[src/rtl/input_debouncer.sv]
// Per-bit debouncer: two-flop synchronizer followed by a stability counter.
// level_o flips only after sync2 has disagreed with it for DebounceCycles consecutive edges.
module input_debouncer #(
    parameter int Width          = 8,
    parameter int DebounceCycles = 250000
) (
    input  logic             clk_sys_i,
    input  logic             rst_sys_ni,
    input  logic [Width-1:0] raw_i,
    output logic [Width-1:0] level_o,
    output logic [Width-1:0] rise_o,
    output logic [Width-1:0] fall_o,
    output logic             change_o
);

    localparam int CntW = (DebounceCycles > 1) ? $clog2(DebounceCycles) : 1;
    localparam logic [CntW-1:0] CntLast = CntW'(DebounceCycles - 1);

    typedef enum logic {
        STABLE  = 1'b0,
        PENDING = 1'b1
    } state_t;

    logic [Width-1:0] sync1;
    logic [Width-1:0] sync2;
    logic [CntW-1:0]  cnt [Width];
    state_t           state [Width];
    logic [Width-1:0] flip;

    // A bit is pending whenever the synchronized input disagrees with the
    // debounced level; it flips when the window has been fully observed.
    always_comb begin
        for (int i = 0; i < Width; i++) begin
            state[i] = (sync2[i] != level_o[i]) ? PENDING : STABLE;
            flip[i]  = (state[i] == PENDING) && (cnt[i] == CntLast);
        end
    end

    always_ff @(posedge clk_sys_i) begin
        if (!rst_sys_ni) begin
            sync1    <= '0;
            sync2    <= '0;
            level_o  <= '0;
            rise_o   <= '0;
            fall_o   <= '0;
            change_o <= 1'b0;
            for (int i = 0; i < Width; i++) begin
                cnt[i] <= '0;
            end
        end else begin
            sync1    <= raw_i;
            sync2    <= sync1;
            level_o  <= level_o ^ flip;
            rise_o   <= flip & ~level_o;
            fall_o   <= flip & level_o;
            change_o <= |flip;
            // Counter stops at CntLast because reaching it always flips the bit.
            for (int i = 0; i < Width; i++) begin
                if (state[i] == STABLE || flip[i]) begin
                    cnt[i] <= '0;
                end else begin
                    cnt[i] <= cnt[i] + CntW'(1);
                end
            end
        end
    end

endmodule

[config.mk]
export PLATFORM = sky130hd
export DESIGN_NAME = input_debouncer
export DESIGN_NICKNAME = d
export VERILOG_FILES = /design/src/rtl/input_debouncer.sv
export SDC_FILE = /design/constraint.sdc
export NUM_CORES = 1
export LEC_CHECK = 0
export BUFFER_PORTS_ARGS = -buffer_cell sky130_fd_sc_hd__buf_4
export CORE_MARGIN = 10
export CORE_UTILIZATION = 55
export CTS_CLUSTER_SIZE = 40
export DETAILED_ROUTE_END_ITERATION = 8
export GPL_TIMING_DRIVEN = 0
export PLACE_DENSITY = 0.79
export SLEW_MARGIN = 20
export SYNTH_ARGS = -nofsm -noshare
export SYNTH_HDL_FRONTEND = slang
export SYNTH_SLANG_ARGS = --single-unit
[constraint.sdc]
create_clock -name clk_sys_i -period 1.9 [get_ports clk_sys_i]
set_input_delay 0 -clock clk_sys_i [delete_from_list [all_inputs] [get_ports clk_sys_i]]
set_output_delay 0 -clock clk_sys_i [all_outputs]
set_load 0.02 [all_outputs]
# Word level (Yosys, flattened, before mapping)
# Memory sizes are Yosys's and may differ from the RTL's.
# Cells that the tools add are included.
[totals]
ff_bits = 41
mem_bits_rw = 144
elab_cells = 149
mem_count = 1
[classes]
add_sub_neg = 8
eq_ne = 16
muxes = 73
n_bitwise = 28
n_reduce_logical = 17
[memory_table]
columns = ["name", "words", "width", "rd", "rd_clocked_by_memory_dff", "wr", "line", "text"]
rows = [
  ["cnt", 8, 18, 8, 0, 8, "26", "logic [CntW-1:0] cnt [Width];"],
]
[ops]
columns = ["operator", "n"]
rows = [
  ["18-bit two-way mux", 16],
  ["18-bit by 1-bit adder with 18-bit output, second input constant", 8],
  ["18-bit == test, second input constant", 8],
  ["1-bit two-way mux", 57],
  ["8-bit bitwise AND", 2],
  ["1-bit bitwise OR", 16],
  ["1-bit logical AND", 8],
  ["1-bit logical OR", 8],
  ["1-bit != test", 8],
  ["1-bit inverter", 8],
  ["8-bit inverter", 1],
  ["8-bit OR reduction", 1],
  ["8-bit bitwise XOR", 1],
]

# Logic depth before layout (Yosys ltp)
[logic_depth]
depth_word = 9
mapped_depth = 6

# Worst setup path after synthesis
# OpenSTA, ideal clock, no wires.
[synth_path]
kind = "flip-flop to flip-flop"
start = "mem cnt[1][46] (netlist name)"
end = "mem cnt[1][50] (netlist name) (data pin)"
setup_ns = 0.254
arrival_time_ns = 1.654
required_time_ns = 1.646
setup_slack_ns = -0.008
stages_incl_launch_ff = 6
n_path_buf = 1
period_less_slack_ns = 1.908
cell_sequence = "edfxtp_1 or3b_1 or3_4 o211ai_4 buf_6 nor2_1"
[synth_rtl]
columns = ["item", "line"]
rows = [
  ["start, declared", "26"],
]

==> impl_metrics.tcl <==
set metrics [dict create \
    outcome "finished, violations left" \
    violations "negative setup slack" \
    crit_type "reg -> reg" \
    drtIter0Drc 522 \
    fin_nets 1121 \
    hp-start "rst_sys_ni" \
    ys_seq_area_frac 0.567 \
    top_level_ports 35 \
    setup_tns_ns -0.294 \
    clk_latency_ns 0.44 \
    place_congestion 0.822 \
    h-tree-depth 4 \
    worstSetupStartpointType "flip-flop" \
    p_switching_mw 2.03 \
    drv_cap 0 \
    leakage_nw 4.49 \
    setup_viol 14 \
    path_max_fanout 8 \
    synth_area_leaders "edfxtp_1, dfxtp_1, nor2_1" \
    numCtsBuffers 17 \
    coreArea_sq_mm 0.0161 \
    clock-sinks 185 \
    dieArea_sq_mm 0.0220 \
    synth_most_common_cell "nor2_1" \
    synth_edf_count 144 \
    wl_per_cell_um 14.6 \
    ys_top_cells_by_count "nor2_1, edfxtp_1, xnor2_1" \
    yosys_warnings 0 \
    cp_slowest_stage_delay_ns 0.41 \
    drtPass1Iterations 5 \
    via_per_inst 5.12 \
    start_util 0.565 \
    drcViolationCount 0 \
    n_antenna_cell 0 \
    ys_ff_latch 185 \
    cts_tree "yes" \
    timing.fmax_mhz 516 \
    synth-async-reset-ratio 0 \
    portBuffers 33 \
    power_frac_seq 0.536 \
    clkPwrFrac 0.408 \
    path_cells "or3b_4 > or3_4 > o211ai_4 > buf_12 > a21oi_2" \
    worstMarginPinSlew_ns 0.625 \
    finalHoldViolCount 0 \
    crit_buf_inv 1 \
    clock_skew_ns 0.00845 \
    worst_r2r_endpoint "cnt[1][49]" \
    grtUsageTotal 0.167 \
    period_share 1.02 \
    crit_family "simple AND/OR/NAND/NOR gates" \
    final_util 0.746 \
    crit_required_ns 2.09 \
    synthesis.area_sq_mm 0.00908 \
    synth_top_area_cell "edfxtp_1" \
    antenna_left 0 \
    critPathSlowestCell "or3b_4" \
    vdd_drop_max_uv 726 \
    clockBufferDepth 2 \
    die_h_um 148 \
    slew_violations 0 \
    grt_pass1_wl_um 29900 \
    grt_pass1_vias 6340 \
    p_int_mw 6.67 \
    setup.worst_path.end_class "flip-flop" \
    period_minus_slack_ns 1.94 \
    timing.rr.start "cnt[1][46]" \
    drt-total-wl_um 19500 \
    setup_slack_ns -0.0376 \
    hpwl_um 11900 \
    area_delta_synth_final_pct 32.0 \
    syn_inst 836 \
    num_vias 6822 \
    fp.dieW_um 148 \
    p_comb_frac 0.055 \
    holdPathStages 4 \
    maxSlewHeadroom 0.583 \
    synth_top_cell_area_share 0.476 \
    syn_area_per_cell_sq_um 10.9 \
    r2r_setup_slack_ns -0.04 \
    rows 46 \
    critPathArrivalTime_ns 2.13 \
    grt_max_degree 18 \
    rsz0062_at_grt "true" \
    clk_pin_slew_ns 0.07 \
    ys_types 46 \
    powerDensity_mw_per_mm2 727 \
    fill_cells 1033 \
    layout-drive-gt1-share 0.217 \
    antenna_found_initial 0 \
    root_buffer "clkbuf_16" \
    synth_flop_cell "edfxtp_1" \
    r2r_cells 5 \
    hold_class "in -> reg" \
    overflow 0 \
    switching_share 0.234 \
    hold_path_end "rise_o[2]" \
]
-- per-stage QoR --
step	worst slack, ns	area, sq um	hold WS (ns)	std cells	power, mW
5_1_grt	-0.110	12000	0.228	1332	9.00
3_5_place_dp	-0.373	10100	0.227	1228	5.06
2_1_floorplan	0.00160	9620	0.127	979	4.96
3_3_place_gp	-0.347	10100	0.226	1228	5.05
6_report	-0.0376	12000	0.202	1332	8.71
4_1_cts	-0.00105	11100	0.204	1288	8.62
-- worst max path at each step --
stage / slack [ns] / from / end / depth (start not counted)
finish: -0.04 / cnt[1][46] / cnt[1][49] / 5
global route: -0.11 / cnt[0][29] / cnt[0][25] / 6
CTS: -0.001 / cnt[1][28] / change_o / 5
detailed placement: -0.37 / cnt[0][29] / cnt[0][28] / 6
global placement: -0.35 / cnt[0][29] / cnt[0][32] / 6
floorplan: 0.002 / cnt[0][59] / cnt[0][68] / 6
-- worst reg2reg max path, stage by stage (launching register included) --
cell and delay (ns):
edfxtp_1 0.40, or3b_4 0.41, or3_4 0.37, o211ai_4 0.27, buf_12 0.20, a21oi_2 0.04
-- state kept, by name, indices dropped and copies added, names as in the netlist, named ones only --
name and count:
rise_o 8, fall_o 8, cnt 144, sync1 8
change_o 1, sync2 8
-- cell type report --
class | count | area, sq um | area share
timing repair buffer | 106 | 871 | 0.0727
sequential | 185 | 5140 | 0.429
multi-input combinational | 753 | 4900 | 0.409
clock buffer | 19 | 464 | 0.0387
inverter | 25 | 93.8 | 0.00783
tap | 216 | 270 | 0.0225
buffer | 15 | 118 | 0.00981
clock inverter | 13 | 126 | 0.0105
-- cells in the final DEF (no fill, tap or decap), types with 4 or more instances in the layout --
| master | Yosys | layout |
|---|---|---|
| nor3b_1 | 16 | 11 |
| nand3_2 | 0 | 6 |
| buf_4 | 1 | 91 |
| buf_6 | 4 | 8 |
| dlygate4sd3_1 | 0 | 8 |
| mux2i_1 | 5 | 5 |
| nor4_1 | 13 | 7 |
| nor2_4 | 0 | 21 |
| or3_1 | 6 | 6 |
| nor2_2 | 0 | 18 |
| clkbuf_16 | 0 | 19 |
| edfxtp_1 | 144 | 144 |
| a21oi_1 | 8 | 6 |
| nand4_1 | 28 | 28 |
| dfxtp_1 | 41 | 41 |
| nand3_1 | 56 | 49 |
| nor4b_2 | 0 | 6 |
| and4_1 | 15 | 13 |
| xor2_1 | 63 | 60 |
| nand3b_4 | 0 | 4 |
| and2_1 | 17 | 17 |
| clkbuf_1 | 7 | 6 |
| o21ai_0 | 8 | 8 |
| nor3_1 | 18 | 14 |
| nor2_1 | 177 | 138 |
| xnor2_1 | 67 | 67 |
| nor4_4 | 1 | 5 |
| inv_6 | 0 | 6 |
| and3_1 | 16 | 14 |
| conb_1 | 1 | 144 |
| nand2_1 | 48 | 46 |
| inv_1 | 25 | 25 |
-- cell families (layout without fill, tap and decap cells) --
| group | count (synthesis) | after routing | share of synthesized area |
|---|---|---|---|
| multiplexers | 6 | 6 | 0.00675 |
| adder cells (fa/ha/maj) | 8 | 8 | 0.0110 |
| AO/OA/AOI/OAI | 23 | 23 | 0.0172 |
| buffers and inverters | 41 | 178 | 0.0212 |
| other | 1 | 144 | 0.000413 |
| flip-flops | 185 | 185 | 0.567 |
| XOR/XNOR | 130 | 130 | 0.125 |
| AND/OR/NAND/NOR | 442 | 442 | 0.251 |
-- power groups by stage --
stage	clock network, mW	logic [mW]	registers, mW
2_1_floorplan	0	0.258	4.70
3_3_place_gp	0	0.311	4.74
6_report	3.55	0.481	4.67
5_1_grt	3.78	0.537	4.69
3_5_place_dp	0	0.315	4.75
4_1_cts	3.59	0.372	4.66
-- repair_timing --
action / 4_1_cts / 5_1_grt
hold endpoints to repair: 8 / 0
buffers inserted: 20 / 42
hold buffers: 8 / 0
setup endpoints to repair: 132 / 129
pin swaps: 9 / 46
gates resized for setup: 28 / 118
cloned: 0 / 4
-- layer usage --
| metal | track usage | vias up | wire [um] |
|---|---|---|---|
| li1 | - | 3360 | - |
| met1 | 0.208 | 3287 | 8450 |
| met2 | 0.277 | 152 | 9950 |
| met3 | 0.0379 | 23 | 725 |
| met4 | 0.0654 | 0 | 344 |
| met5 | 0 | - | 0 |
No activity file was read; power rests on OpenSTA's default activity.
